==> config.mk <==
export PLATFORM = sky130hd
export DESIGN_NAME = coffee_phase_timer
export DESIGN_NICKNAME = d
export VERILOG_FILES = /design/src/rtl/coffee_phase_timer.sv
export SDC_FILE = /design/constraint.sdc
export NUM_CORES = 1
export LEC_CHECK = 0
export ABC_AREA = 1
export BUFFER_PORTS_ARGS = -buffer_cell sky130_fd_sc_hd__clkbuf_2
export CAP_MARGIN = 20
export CORE_ASPECT_RATIO = 0.7
export CORE_MARGIN = 2
export CORE_UTILIZATION = 40
export CTS_CLUSTER_SIZE = 8
export DETAILED_ROUTE_END_ITERATION = 6
export SETUP_SLACK_MARGIN = 0.15
export SLEW_MARGIN = 20
export SYNTH_ARGS = -nofsm -noshare
export SYNTH_HDL_FRONTEND = slang
export SYNTH_SLANG_ARGS = --single-unit
==> constraint.sdc <==
create_clock -name CLK -period 4 [get_ports CLK]
set_input_delay 0.6 -clock CLK [delete_from_list [all_inputs] [get_ports CLK]]
set_output_delay 0.6 -clock CLK [all_outputs]
set_load 0.1 [all_outputs]
==> src/rtl/coffee_phase_timer.sv <==
// coffee_phase_timer
//   Times each brewing phase announced by the coffee-machine controller on TH_M and drives
//   the controller's T input. Each phase loads a prescaled down-counter; T flips to the
//   phase's expiry value when the count reaches zero.
//
// Parameters:
//   TICK_DIV     clock cycles per timer tick (>= 1)
//   CW           counter width
//   WORK_TICKS   WORKING length in ticks
//   COFFEE_TICKS POURINGCOFFEE length in ticks
//   MILK_TICKS   POURINGMILK length in ticks
//   DONE_TICKS   DONE hold length in ticks
//   WDOG_TICKS   stall limit in ticks (watchdog build only)
//
// Ports:
//   CLK   in   clock, rising edge
//   R     in   synchronous active-high reset
//   TH_M  in   3-bit controller status code
//   T     out  registered timer flag to the controller
//   REM   out  registered remaining ticks of the current phase
//   BUSY  out  high while REM != 0 in a timed phase
//   WDOG  out  sticky stall flag
//
// Build option: define COFFEE_TIMER_WDOG_EN to build the stall watchdog. Without it WDOG
// is tied to 0.

module coffee_phase_timer #(
    parameter int unsigned TICK_DIV     = 1,
    parameter int unsigned CW           = 8,
    parameter int unsigned WORK_TICKS   = 8,
    parameter int unsigned COFFEE_TICKS = 16,
    parameter int unsigned MILK_TICKS   = 8,
    parameter int unsigned DONE_TICKS   = 4,
    parameter int unsigned WDOG_TICKS   = 64
) (
    input  logic          CLK,
    input  logic          R,
    input  logic [2:0]    TH_M,
    output logic          T,
    output logic [CW-1:0] REM,
    output logic          BUSY,
    output logic          WDOG
);

    typedef enum logic [2:0] {
        StStandby    = 3'd0,
        StWorking    = 3'd1,
        StPourCoffee = 3'd2,
        StPourMilk   = 3'd3,
        StNeedMilk   = 3'd4,
        StDone       = 3'd5,
        StEnjoy      = 3'd6,
        StInvalid    = 3'd7
    } status_e;

    localparam int unsigned PW = (TICK_DIV > 1) ? $clog2(TICK_DIV) : 1;
    localparam longint unsigned MaxDur = (64'd1 << CW) - 64'd1;

    // Elaboration-time parameter checks.
    if (TICK_DIV < 1) begin : g_bad_div
        $error("coffee_phase_timer: TICK_DIV must be at least 1");
    end
    if (longint'(WORK_TICKS) > MaxDur || longint'(COFFEE_TICKS) > MaxDur ||
        longint'(MILK_TICKS) > MaxDur || longint'(DONE_TICKS) > MaxDur) begin : g_bad_dur
        $error("coffee_phase_timer: phase duration does not fit in CW bits");
    end
    if (WDOG_TICKS < 1) begin : g_bad_wdog
        $error("coffee_phase_timer: WDOG_TICKS must be at least 1");
    end

    status_e       th_code;
    status_e       status_q, status_d;
    logic [PW-1:0] pre_q, pre_d;
    logic [CW-1:0] rem_q, rem_d;
    logic          t_q, t_d;
    logic [CW-1:0] load_rem;
    logic          phase_start;
    logic          pre_wrap;
    logic          tick;
    logic          is_high;
    logic          is_done;

    assign th_code     = status_e'(TH_M);
    assign phase_start = (th_code != status_q);
    assign pre_wrap    = (pre_q == PW'(TICK_DIV - 1));
    assign tick        = pre_wrap && !phase_start;
    assign is_high     = (status_q == StWorking) || (status_q == StPourCoffee) ||
                         (status_q == StPourMilk);
    assign is_done     = (status_q == StDone);

    // Duration loaded for the incoming code; untimed codes load 0.
    always_comb begin
        load_rem = '0;
        case (th_code)
            StWorking:    load_rem = CW'(WORK_TICKS);
            StPourCoffee: load_rem = CW'(COFFEE_TICKS);
            StPourMilk:   load_rem = CW'(MILK_TICKS);
            StDone:       load_rem = CW'(DONE_TICKS);
            default:      load_rem = '0;
        endcase
    end

    always_comb begin
        status_d = status_q;
        pre_d    = pre_q;
        rem_d    = rem_q;
        t_d      = t_q;
        if (phase_start) begin
            // A reload always beats a coincident tick or expiry.
            status_d = th_code;
            pre_d    = '0;
            rem_d    = load_rem;
            t_d      = (th_code == StDone);
        end else begin
            pre_d = pre_wrap ? '0 : pre_q + 1'b1;
            if (tick && (rem_q != '0)) begin
                rem_d = rem_q - 1'b1;
                if (rem_q == CW'(1)) begin
                    t_d = is_high && !is_done;
                end
            end
        end
    end

    always_ff @(posedge CLK) begin
        if (R) begin
            status_q <= StStandby;
            pre_q    <= '0;
            rem_q    <= '0;
            t_q      <= 1'b0;
        end else begin
            status_q <= status_d;
            pre_q    <= pre_d;
            rem_q    <= rem_d;
            t_q      <= t_d;
        end
    end

    assign T    = t_q;
    assign REM  = rem_q;
    assign BUSY = (rem_q != '0) && (is_high || is_done);

`ifdef COFFEE_TIMER_WDOG_EN
    localparam int unsigned SW = $clog2(WDOG_TICKS + 1);

    logic [SW-1:0] stall_q, stall_d;
    logic          wdog_q, wdog_d;

    // Counts ticks spent parked in an expired expire-high phase; saturates at the limit.
    always_comb begin
        stall_d = stall_q;
        wdog_d  = wdog_q;
        if (phase_start) begin
            stall_d = '0;
        end else if (tick && is_high && t_q && (stall_q != SW'(WDOG_TICKS))) begin
            stall_d = stall_q + 1'b1;
            if (stall_q == SW'(WDOG_TICKS - 1)) begin
                wdog_d = 1'b1;
            end
        end
    end

    always_ff @(posedge CLK) begin
        if (R) begin
            stall_q <= '0;
            wdog_q  <= 1'b0;
        end else begin
            stall_q <= stall_d;
            wdog_q  <= wdog_d;
        end
    end

    assign WDOG = wdog_q;
`else
    assign WDOG = 1'b0;
`endif

endmodule

Word-level counts from Yosys, hierarchy flattened
Cells that the tools add are included.
{"block": "classes", "n_addsub": 2, "eq_ne": 10, "muxes": 6, "bitwise": 1, "n_reduce_logical": 15}
{"operator": "$mux W8", "n": 2}
{"operator": "$pmux W5 S3", "n": 1}
{"operator": "$eq A3 B2 Y1 const B", "n": 4}
{"operator": "$eq A8 B1 Y1 const B", "n": 1}
{"operator": "$reduce_bool A8 Y1", "n": 1}
{"operator": "$sub A8 B1 Y8 const B", "n": 1}
{"operator": "$eq A3 B1 Y1 const B", "n": 2}
{"operator": "$eq A3 B3 Y1 const B", "n": 2}
{"operator": "$logic_and A1 B1 Y1", "n": 4}
{"operator": "$reduce_bool A2 Y1", "n": 2}
{"operator": "$logic_or A1 B1 Y1", "n": 3}
{"operator": "$mux W1", "n": 3}
{"operator": "$ne A3 B3 Y1", "n": 1}
{"operator": "$reduce_or A3 Y1", "n": 1}
{"operator": "$logic_not A1 Y1", "n": 2}
{"operator": "$reduce_and A2 Y1", "n": 1}
{"operator": "$reduce_or A2 Y1", "n": 1}
{"operator": "$add A1 B1 Y1 const B", "n": 1}
{"operator": "$not A1 Y1", "n": 1}
{"block": "word_totals", "regBits": 13, "inputBits": 5, "out_inout_bits": 11, "word_cells": 38}

Longest topological paths before layout
{"block": "logic_depth", "word_depth": 7, "depth_mapped": 10, "ltp_nobuf": 10}

Worst setup path before layout
Ideal clock, no wire load.
{"block": "synth_timing", "path_kind": "reg-to-output", "start": "register rem_q[0], in the netlist REM[0]", "end": "output BUSY", "arrival_ns": 3.872, "t_required_ns": 3.400, "setup_slack_ns": -0.472, "stages_incl_launch_ff": 6, "path_buffers": 0, "path_cell_list": "dfxtp_1 -> inv_1 -> ha_1 -> nand2_4 -> nor2_4 -> a211oi_1"}
{"block": "synth_via", "elab_chain_cells": 2}
{"element": "from (decl)", "line": "74", "rtl": "logic [CW-1:0] rem_q, rem_d;"}
{"element": "from (signal assigned)", "line": "134", "rtl": "rem_q <= rem_d;"}
{"element": "$reduce_bool A8 Y1", "line": "141", "rtl": "assign BUSY = (rem_q != '0) && (is_high || is_done);"}
{"element": "$logic_and A1 B1 Y1", "line": "141"}
{"element": "to (decl)", "line": "41", "rtl": "output logic BUSY,"}
Every way passes these cells.

Worst setup path after layout
Same ends and word-level chain as after synthesis.

==> impl_metrics.py <==
metrics = {
    "cells_and_area": {
        "synthToLayoutAreaGrowth_pct": 14.8,
        "drive_gt1_frac": 0.261,
        "fillers": 204,
        "finalInstanceArea_um2": 952,
        "nets": 151,
        "finalNonFillerCells": 164,
        "antennaDiodeCount": 0,
        "utilization": 0.500,
    },
    "synthesis": {
        "synth.area.top_cells": "dfxtp_1, nand2_1, nor2_1, inv_1, nor2_4",
        "ys_seq_elements": 13,
        "yosys_most_used_dff": "dfxtp_1",
        "ys_seq_area_frac": 0.314,
        "synth.top_cell.area_share": 0.314,
        "async_reset_ff_frac": 0,
        "synth_area_um2": 830,
        "synth_most_common_cell": "nand2_1",
        "synth_edf_count": 0,
        "synth_area_leader_cell": "dfxtp_1",
        "yosys-top-cells-count": "nand2_1, nor2_1, dfxtp_1, inv_1, nor2_4",
        "syn_area_per_cell_um2": 6.64,
        "synthCells": 125,
        "ys_warn_count": 0,
        "yosysUniqueCellTypes": 25,
    },
    "sta": {
        "worstMarginPinSlew_ns": 0.546,
        "rsz0062_at_grt": "false",
        "finalSetupViolations": 0,
        "slew_headroom": 0.637,
        "report.final.slew_viol_count": 0,
        "setup_tns_ns": 0,
        "period_share": 0.591,
        "hold_slack_ns": 0.498,
        "hold_viol": 0,
        "max_freq_ghz": 0.423,
        "worst_slack_ns": 1.63,
        "fin_crit_ns": 2.37,
        "worst_clock_skew_ns": 0.00803,
    },
    "routing": {
        "ant_nets": 0,
        "wirelength_mm": 1.73,
        "via_count": 765,
        "wl_met1_um": 983,
        "wl_met3_um": 87,
        "drcViolationCount": 0,
        "wl_met2_um": 653,
        "via_per_inst": 4.66,
        "drt-initial-drc-count": 25,
        "highest_layer": "met4",
        "wl_per_cell_um": 10.6,
        "drtPass1Iterations": 4,
    },
    "setup_path": {
        "crit_path_start_kind": "register",
        "worst-setup-path-type": "reg -> out",
        "crit_required_ns": 3.40,
        "crit_path_max_incr_delay_ns": 0.48,
        "crit_chain": "inv_1, ha_1, nand2_4, nor2_4, a211oi_2, clkbuf_2",
        "cp_slowest_cell": "clkbuf_2",
        "reg2reg_slack_ns": 2.55,
        "cp_top_family": "buffers and inverters",
        "path_buf_inv": 2,
        "arrival_ns": 1.77,
        "cp-end-kind": "output pin",
        "crit_fanout": 5,
    },
    "placement": {
        "place_area_um2": 925,
        "port_buffers": 14,
        "dp_cells": 160,
        "gp_congestion": 0.844,
        "dpl.hpwl_mm": 1.42,
        "dp_slack_ns": 1.93,
    },
    "power_and_ir_drop": {
        "power.total_uw": 344,
        "leakage_nw": 0.466,
        "vdd_drop_max_v": 0.000225,
        "power.density_mw_per_mm2": 361,
    },
    "cts": {
        "htree_num_levels": 1,
        "cts_num_sinks": 13,
        "cts_tree": "built",
        "clkTransAtPathRegs_ns": 0.08,
        "insertion_delay_ns": 0.28,
        "post_cts_resized": 0,
        "hold_buffers": 0,
        "cts_buffers": 3,
        "post_cts_buffers": 0,
        "ctsRootBufferMaster": "clkbuf_4",
        "clk_path_buf_depth": 2,
    },
    "die": {
        "ios": 16,
        "die-area_mm2": 0.00246,
        "core_area_mm2": 0.00190,
        "die_h_um": 42.1,
        "rows": 13,
        "fp.dieW_um": 58.4,
        "initial_core_util": 0.436,
    },
    "global_route": {
        "grt_use_total": 0.170,
        "gr-total-overflow": 0,
        "antenna_found_initial": 0,
        "grt_pass1_wl_mm": 3.18,
        "grt_pass1_vias": 713,
        "grt_max_degree": 9,
    },
    "worst_hold_path": {
        "hp-class": "reg -> reg",
    },
    "job": {
        "cap_violations": 0,
    },
    "outcome": {
        "status": "finished, final reports clean",
    },
}
==> final timing paths <==
kind	from	end	depth (start not counted)
worst min-delay path	REM[1]	REM[1]	2
worst max-delay path	REM[0]	BUSY	6
worst min register to register	REM[1]	REM[1]	2
worst max register to register	REM[0]	T	9
==> cell type report <==
class / count / area, µm² / share of cell area
inverter: 14 / 52.6 / 0.0552
tap: 22 / 27.5 / 0.0289
multi-input combinational: 97 / 514 / 0.540
clock buffer: 3 / 22.5 / 0.0237
sequential: 13 / 260 / 0.273
clock inverter: 1 / 5.00 / 0.00526
timing repair buffer: 14 / 70.1 / 0.0736
==> worst register-to-register path, delay by kind of cell (launching register included) <==
family | cells | cell delay, ns
DFF | 1 | 0.34
and+or+nand+nor | 6 | 0.43
adders and majority gates | 1 | 0.22
AOI/OAI and AO/OA | 1 | 0.22
buffers and inverters | 1 | 0.15
==> routing by layer <==
| layer | track usage | up-vias |
|---|---|---|
| met5 | 0 | - |
| met4 | 0.0279 | 0 |
| met3 | 0.0617 | 2 |
| met2 | 0.238 | 13 |
| met1 | 0.248 | 337 |
| li1 | - | 413 |
==> state kept, by name (all words and copies together) (netlist names) <==
signal	count
REM	8
T	1
pre_q	1
status_q	3
==> power by group <==
group / leakage (nW) / internal, mW / switching (mW)
Sequential: 0.107 / 0.136 / 0.00760
Clock: 0.0177 / 0.0371 / 0.0423
Combinational: 0.342 / 0.0303 / 0.0910
Total: 0.466 / 0.203 / 0.141
==> cells by family after synthesis <==
family / Yosys count / synth area share
DFF: 13 / 0.314
adders and majority gates: 3 / 0.0453
and+or+nand+nor: 81 / 0.460
buffers and inverters: 16 / 0.0769
xor gates and xnor gates: 3 / 0.0317
AOI/OAI and AO/OA: 8 / 0.0679
other: 1 / 0.00452
==> cells in the final DEF (no fill, tap or decap), types with 2 or more instances in the layout <==
| cell | netlist | final |
|---|---|---|
| a21oi_1 | 2 | 2 |
| a21oi_2 | 2 | 2 |
| clkbuf_2 | 0 | 14 |
| clkbuf_4 | 0 | 3 |
| conb_1 | 1 | 2 |
| dfxtp_1 | 13 | 13 |
| ha_1 | 3 | 3 |
| inv_1 | 12 | 12 |
| inv_2 | 2 | 2 |
| nand2_1 | 42 | 42 |
| nand2_2 | 3 | 3 |
| nand3_1 | 3 | 3 |
| nand3_2 | 2 | 2 |
| nor2_1 | 19 | 19 |
| nor2_2 | 3 | 3 |
| nor2_4 | 4 | 4 |
| nor3_1 | 2 | 2 |
| o21ai_1 | 2 | 2 |
| xnor2_1 | 2 | 2 |
No activity file was read; power rests on OpenSTA's default activity.
